### src/rtl/bcd_timer_pkg.sv
// Shared definitions for the BCD countdown timer: FSM states, BCD constants, digit clamp.
package bcd_timer_pkg;

  typedef enum logic [1:0] {
    ST_IDLE = 2'd0,
    ST_RUN  = 2'd1,
    ST_DONE = 2'd2
  } state_e;

  localparam logic [3:0] BCD_MAX  = 4'd9;
  localparam logic [3:0] BCD_ZERO = 4'd0;

  // Non-decimal nibbles saturate to 9 so the counter always holds legal BCD.
  function automatic logic [3:0] clamp_digit(input logic [3:0] d);
    return (d > BCD_MAX) ? BCD_MAX : d;
  endfunction

endpackage

### src/rtl/bcd_countdown_timer_if.sv
// Control/status bundle between the timer and its driver (panel or tick source).
interface bcd_countdown_timer_if #(
  parameter int unsigned DIGITS = 2
);
  localparam int unsigned W = 4 * DIGITS;

  logic         ld;
  logic [W-1:0] din;
  logic         start;
  logic         en;
  logic [W-1:0] q;
  logic         bo;
  logic         busy;
  logic         zero;

  modport master (output ld, din, start, en, input q, bo, busy, zero);
  modport slave  (input ld, din, start, en, output q, bo, busy, zero);
endinterface

### src/rtl/decade_down_digit.sv
// One BCD decade of the down-counter; borrows ripple to the next digit via bo_out.
module decade_down_digit
  import bcd_timer_pkg::*;
(
  input  logic       clk,
  input  logic       mr,
  input  logic       ld,
  input  logic [3:0] d,
  input  logic       dec_in,
  output logic [3:0] q,
  output logic       bo_out
);

  logic [3:0] q_q;

  // Reset, clamped load, or decrement with 0 -> 9 wrap.
  always_ff @(posedge clk) begin
    if (mr) begin
      q_q <= BCD_ZERO;
    end else if (ld) begin
      q_q <= clamp_digit(d);
    end else if (dec_in) begin
      q_q <= (q_q == BCD_ZERO) ? BCD_MAX : q_q - 4'd1;
    end
  end

  assign q      = q_q;
  assign bo_out = dec_in && (q_q == BCD_ZERO);

endmodule

### src/rtl/bcd_countdown_timer.sv
// Loadable multi-digit BCD countdown timer with IDLE/RUN/DONE control and a terminal pulse.
module bcd_countdown_timer
  import bcd_timer_pkg::*;
#(
  parameter int unsigned DIGITS      = 2,
  parameter int unsigned AUTO_RELOAD = 0
) (
  input  logic                  clk,
  input  logic                  mr,
  bcd_countdown_timer_if.slave  bus
);

  localparam int unsigned W       = 4 * DIGITS;
  localparam bit          AUTO_EN = (AUTO_RELOAD != 0);

  state_e       state_q;
  logic         bo_q;
  logic [W-1:0] reload_q;
  logic [W-1:0] din_clamped;
  logic [W-1:0] q_w;
  logic [W-1:0] dig_d;
  logic         dig_ld;
  logic         zero_w;
  logic         one_w;
  logic         reload_run;
  logic [DIGITS:0] chain;
  logic         borrow_unused;

  assign zero_w     = (q_w == '0);
  assign one_w      = (q_w == W'(1));
  assign reload_run = AUTO_EN && (reload_q != '0);

  // Digits are reloaded on an external load and on leaving DONE (reload value or zero).
  assign dig_ld   = bus.ld || (state_q == ST_DONE);
  assign dig_d    = bus.ld ? bus.din : (reload_run ? reload_q : '0);
  assign chain[0] = (state_q == ST_RUN) && bus.en;
  assign borrow_unused = chain[DIGITS];

  // Per-digit clamp for the reload register and the digit cascade.
  for (genvar i = 0; i < DIGITS; i++) begin : g_dig
    assign din_clamped[4*i +: 4] = clamp_digit(bus.din[4*i +: 4]);

    decade_down_digit u_dig (
      .clk    (clk),
      .mr     (mr),
      .ld     (dig_ld),
      .d      (dig_d[4*i +: 4]),
      .dec_in (chain[i]),
      .q      (q_w[4*i +: 4]),
      .bo_out (chain[i+1])
    );
  end

  // Reload register captures the clamped preset on every load.
  always_ff @(posedge clk) begin
    if (mr) begin
      reload_q <= '0;
    end else if (bus.ld) begin
      reload_q <= din_clamped;
    end
  end

  // Control FSM; bo is set exactly when DONE is entered, so it spans only the DONE cycle.
  always_ff @(posedge clk) begin
    if (mr || bus.ld) begin
      state_q <= ST_IDLE;
      bo_q    <= 1'b0;
    end else begin
      bo_q <= 1'b0;
      case (state_q)
        ST_IDLE: begin
          if (bus.start) begin
            if (zero_w) begin
              state_q <= ST_DONE;
              bo_q    <= 1'b1;
            end else begin
              state_q <= ST_RUN;
            end
          end
        end
        ST_RUN: begin
          if (bus.en && one_w) begin
            state_q <= ST_DONE;
            bo_q    <= 1'b1;
          end
        end
        ST_DONE: begin
          state_q <= reload_run ? ST_RUN : ST_IDLE;
        end
        default: begin
          state_q <= ST_IDLE;
        end
      endcase
    end
  end

  assign bus.q    = q_w;
  assign bus.bo   = bo_q;
  assign bus.busy = (state_q == ST_RUN);
  assign bus.zero = zero_w;

endmodule

### src/flat_wrapper.sv
// flat-port wrapper written by rule: the top's interface ports become plain ports
module bcd_countdown_timer_flat import bcd_timer_pkg::*;
#(
  parameter int unsigned DIGITS      = 2,
  parameter int unsigned AUTO_RELOAD = 0
)
  (clk, mr, bus_ld, bus_din, bus_start, bus_en, bus_q, bus_bo, bus_busy, bus_zero);
  bcd_countdown_timer_if #(.DIGITS(DIGITS)) bus_i ();
  input  logic clk;
  input  logic mr;
  input wire logic [$bits(bus_i.ld)-1:0] bus_ld;
  input wire logic [$bits(bus_i.din)-1:0] bus_din;
  input wire logic [$bits(bus_i.start)-1:0] bus_start;
  input wire logic [$bits(bus_i.en)-1:0] bus_en;
  output wire logic [$bits(bus_i.q)-1:0] bus_q;
  output wire logic [$bits(bus_i.bo)-1:0] bus_bo;
  output wire logic [$bits(bus_i.busy)-1:0] bus_busy;
  output wire logic [$bits(bus_i.zero)-1:0] bus_zero;
  assign bus_i.ld = bus_ld;
  assign bus_i.din = bus_din;
  assign bus_i.start = bus_start;
  assign bus_i.en = bus_en;
  assign bus_q = bus_i.q;
  assign bus_bo = bus_i.bo;
  assign bus_busy = bus_i.busy;
  assign bus_zero = bus_i.zero;
  bcd_countdown_timer #(.DIGITS(DIGITS), .AUTO_RELOAD(AUTO_RELOAD)) u_core (.clk(clk), .mr(mr), .bus(bus_i));
endmodule
### config.mk
export PLATFORM = sky130hd
export DESIGN_NAME = bcd_countdown_timer_flat
export DESIGN_NICKNAME = d
export VERILOG_FILES = /design/src/rtl/bcd_timer_pkg.sv /design/src/rtl/bcd_countdown_timer_if.sv /design/src/rtl/decade_down_digit.sv /design/src/rtl/bcd_countdown_timer.sv /design/src/flat_wrapper.sv
export SDC_FILE = /design/constraint.sdc
export NUM_CORES = 1
export LEC_CHECK = 0
export ABC_AREA = 1
export CAP_MARGIN = 30
export CORE_MARGIN = 3
export CORE_UTILIZATION = 41
export DETAILED_ROUTE_END_ITERATION = 8
export GPL_TIMING_DRIVEN = 0
export PLACE_DENSITY = 0.7
export SYNTH_ARGS = -nofsm -noshare
export SYNTH_HDL_FRONTEND = slang
export SYNTH_SLANG_ARGS = --single-unit
export TNS_END_PERCENT = 1
### constraint.sdc
create_clock -name clk -period 1.2 [get_ports clk]
set_clock_uncertainty 0.15 [all_clocks]
set_input_delay 0.3 -clock clk [delete_from_list [all_inputs] [get_ports clk]]
set_output_delay 0.3 -clock clk [all_outputs]
set_load 0.005 [all_outputs]
[After elaboration in Yosys (flattened, before gate mapping)]
Cells that the tools add are included.
Word-level totals
  flip-flop bits (word level): 11
  word-level logic and storage cells: 42
Cells by class
  add/sub/neg operators: 2
  $lt $le $gt $ge: 2
  eq/ne operators: 5
  muxes and demuxes: 17
  reductions and logical operators: 12
Operators by type and width (count)
  2-to-1 mux 4 bit: 8
  equality test 8 x 1 -> 1 bit (second input constant): 1
  greater-than comparator 4 bit (second input constant): 2
  zero test 4 bit: 2
  zero test 8 bit: 1
  2-to-1 mux 8 bit: 1
  subtractor 4 x 1 -> 4 bit (second input constant): 2
  2-to-1 mux 2 bit: 3
  case mux 2 bit (2 select lines): 1
  nonzero test 2 bit: 2
  logical AND 1 bit: 3
  2-to-1 mux 1 bit: 3
  equality test 2 x 1 -> 1 bit (second input constant): 1
  equality test 2 bit (second input constant): 1
  zero test 2 bit: 1
  logical OR 1 bit: 2
  != test 2 x 1 -> 1 bit (second input constant): 1
  != test 2 bit (second input constant): 1
  case mux 1 bit (2 select lines): 1
  AND reduction 2 bit: 1

[Depth between registers and ports, before layout]
Gate-level depths: netlist of the first run.
  word-level depth: 5
  gate-level depth with buffers: 7
  depth with buffers taken out: 7

[Cells and area by module]
From an unflattened synthesis of the first run, not the netlist that was laid out.
Second synthesis, totals
  cells, all modules: 149
  area total of the unflattened synthesis: 818.3 µm²
Modules (own cells, without submodules)
  decade_down_digit: times used 2, cells an instance 49, area an instance 271.5 µm², sequential area each 80.1 µm²
  bcd_countdown_timer: times used 1, cells an instance 51, area an instance 275.3 µm², sequential area each 60.1 µm²

[Least setup slack after synthesis of the first run]
OpenSTA, ideal clock, no wires.
  path kind: register -> output
  from: register u_core.g_dig[0].u_dig.q_q[3]
  to: output port bus_zero
  arrival time: 774 ps
  path slack: -24 ps
  stages on the path, launching flop included: 4
  cells stage by stage: dfxtp_1 -> nor2_1 -> nand2_2 -> nor2_2
On the way
  longest elaborated chain between the ends: 1
Ends and longest elaborated chain
  from (decl): line decade_down_digit.sv:14  | logic [3:0] q_q;
  from (signal assigned): line decade_down_digit.sv:21  | q_q <= clamp_digit(d);
  from (signal assigned): line decade_down_digit.sv:23  | q_q <= (q_q == BCD_ZERO) ? BCD_MAX : q_q - 4'd1;
  zero test 8 bit: line bcd_countdown_timer.sv:29  | assign zero_w = (q_w == '0);
  to (decl): line flat_wrapper.sv:18  | output wire logic [$bits(bus_i.zero)-1:0] bus_zero;
Every way passes these cells.

[Worst setup path in the final report of the first run]
  from: register u_core.g_dig[0].u_dig.q_q[1]
  to: output port bus_zero
The elaborated chain is that of the path after synthesis.

==> results.txt, run 1 <==
status - finished with violations
failing checks - negative setup slack
Yosys warning count - 0
Setup TNS - -2130 ps
Net Count, Synth - 141
max cap viols - 0
headroom to the max-slew limit - 0.830
Peak VDD IR - 0.843 mV
r2r setup slk - -230 ps
FF+latch count, synth - 11
Starting DRT DRC Count - 37
placement row count - 15
Top-Level Pins - 24
R2R depth - 8
synthesized area per cell - 6.08 um^2
Reg power frac - 0.344
sequence of cells on the critical path - nor2_4 > nand2_2 > nor2_4 > buf_2
# setup viols final - 18
core box area - 0.00176 mm^2
drt first pass iters - 6
CTS tree - done
final hold violation count - 0
Syn Std Cell Area - 778 um^2
filler instances - 162
fin cells - 195
reg-to-reg startpoint - u_core.g_dig[0].u_dig.q[1]
Tot GR Track Use - 0.189
CP endpoint - bus_zero
antenna fix cells - 0
Post-synth EDFFs - 0
PnR Total Power - 0.00131 W
Final ANT Viol Nets - 0
Comb pwr share - 0.450
Critical Path Max Stage Delay - 360 ps
layout cells sized above 1 - 0.388
Pint - 0.000832 W
post-placement cell area - 0.00104 mm^2
area growth from synthesis to layout - 57.9%
GP Congestion - 0.759
Leakage - 0.607 nW
CP required - 750 ps
crit end category - primary output
Sink Count - 11
HPWL reported at the end of detailed placement - 1.44 mm
post-synthesis async set-or-reset flop share - 0
nets - 184
worst setup path startpoint - u_core.g_dig[0].u_dig.q[1]
Synth top cells by count - nand2_1, inv_1, nor2_1, nand3_1, dfxtp_1
Max clock buf depth - 2
slowest CP cell - dfxtp_4
total grt overflow - 0
wire length of the first global-routing pass - 3.66 mm
Tcrit/Tclk final - 1.26
kind of critical path - flip-flop to primary output
largest net degree at the start of global routing - 11
Die Height - 49.6 um
synth top area cells - dfxtp_1, nand2_1, inv_1
CP arrival - 1060 ps
via density per instance - 4.86
Sw Share - 0.365
largest area contributor in the netlist - dfxtp_1
RSZ-0062 raised after global routing - true
Primary FF master, synth - dfxtp_1
clock power share - 0.206
Final Max Slew Viols - 0
hold_buf cts - 0
worst skew pair latency - 270 ps
port bufs - 22
cell repeated most along the worst path - nor2_4
Post-Synthesis Cells - 128
Tmin final - 1510 ps
pwr dens - 1070 mW/mm^2
Yosys cell types - 20
Vias - 948
Die X - 49.6 um
Yosys top cell area share - 0.283
final std cell area, no fill - 0.00123 mm^2
WL per Instance - 11.0 um
root buffer selected by CTS - clkbuf_4
Core Util, Final - 0.696
initial antenna violation count - 0
vias in the first global route - 869
placed cells - 175
P_sw - 0.000477 W
Initial Util - 0.441
Remaining DRCs - 0
R2R Path End - u_core.g_dig[1].u_dig.q[3]
WL final - 2.14 mm
TritonCTS Buffers - 3
worst-margin pin slew - 255 ps
die area - 0.00246 mm^2
count leader, synth - nand2_1
htree depth - 1
worst min path class - input pin to flip-flop
clk slew on worst S/H paths - 80 ps
fmax - 0.662 GHz
sequential fraction of the synthesis area - 0.283
CP Max Fanout - 2
startpoint types - flip-flop
slack of the critical path - -312 ps
metal layers:
metal	part of all wire	routed length [um]	vias to the layer above	global-route usage
met2	0.47	1010	34	0.319
met4	0.0061	13	0	0.0415
met3	0.082	175	2	0.0634
met1	0.44	940	424	0.231
li1	-	-	488	-
met5	0	0	-	0
timing repair:
item                       in CTS  in global routing
cloned                          0                  0
setup endpoints to repair      22                 20
pin swaps                       9                  6
resized for setup              75                 11
buffers inserted               15                  1
registers in the layout (all words and copies together) (netlist names):
register and count:
u_core.bus.bo 1, u_core.state_q 2, u_core.g_dig.u_dig.q 8
kinds of logic after synthesis:
group / synth area share
compound gates: 0.143
buf+inv: 0.106
flops: 0.283
simple gates: 0.468
worst min path at each step:
stage	start	to	slack, ps	depth (start not counted)
4_1_cts	bus_ld	u_core.g_dig[0].u_dig.q[0]	210	3
2_1_floorplan	bus_start	u_core.state_q[1]	290	2
6_report	bus_ld	u_core.g_dig[0].u_dig.q[0]	220	3
3_3_place_gp	u_core.state_q[0]	u_core.state_q[1]	370	2
3_5_place_dp	u_core.state_q[0]	u_core.state_q[1]	390	2
5_1_grt	bus_ld	u_core.g_dig[0].u_dig.q[0]	240	3
cell type report:
class	count	area (um^2)	area share
buffer	1	7.51	0.00611
clock buffer	4	26.3	0.0214
inverter	20	81.3	0.0662
multi-input combinational	96	515	0.420
sequential	11	248	0.202
tap	25	31.3	0.0255
timing repair buffer	38	319	0.260
metrics by stage:
stage / setup WS [ps] / hold WS (ps)
final: -312 / 216
after global routing: -367 / 240
after CTS: -311 / 212
after detailed placement: -546 / 386
after global placement: -532 / 365
after floorplan: -1.75 / 295
worst max-delay path: cells and delay by family (launching register included):
family,cells,cell delay [ps]
flops,1,360
buf+inv,1,110
simple gates,3,320
power groups by stage:
stage          combinational, W  sequential, W  clock (W)
2_1_floorplan          0.000270       0.000454          0
3_3_place_gp           0.000430       0.000457          0
3_5_place_dp           0.000438       0.000458          0
4_1_cts                0.000556       0.000445   0.000273
5_1_grt                0.000649       0.000457   0.000294
6_report               0.000589       0.000450   0.000270
layout by cell type, fill, tap and decap left out, drive strengths merged:
cell and instances:
dfxtp 11, dlygate4sd2 1, nand2 39, nor3b 1, inv 19, nor2 22, a21boi 1, clkinv 1
clkbuf 5, o21ai 8, clkdlybuf4s50 10, a21oi 9, buf 27, nand3 15, o211ai 1
Note: power is estimated with default switching activity, not from simulation.
==> inputs of run 2 (changes only) <==
--- a/config.mk
+++ b/config.mk
@@ -9,6 +9,7 @@
 export CAP_MARGIN = 30
 export CORE_MARGIN = 3
 export CORE_UTILIZATION = 41
+export CTS_CLUSTER_SIZE = 16
 export DETAILED_ROUTE_END_ITERATION = 8
 export GPL_TIMING_DRIVEN = 0
 export PLACE_DENSITY = 0.7
==> results of run 2 <==
Same layout as run 1: the final DEF is identical, and so are final timing and power.
==> inputs of run 3 (changes only) <==
--- a/config.mk
+++ b/config.mk
@@ -13,6 +13,7 @@
 export DETAILED_ROUTE_END_ITERATION = 8
 export GPL_TIMING_DRIVEN = 0
 export PLACE_DENSITY = 0.7
+export SLEW_MARGIN = 30
 export SYNTH_ARGS = -nofsm -noshare
 export SYNTH_HDL_FRONTEND = slang
 export SYNTH_SLANG_ARGS = --single-unit
==> results of run 3 <==
Same layout as run 1: the final DEF is identical, and so are final timing and power.
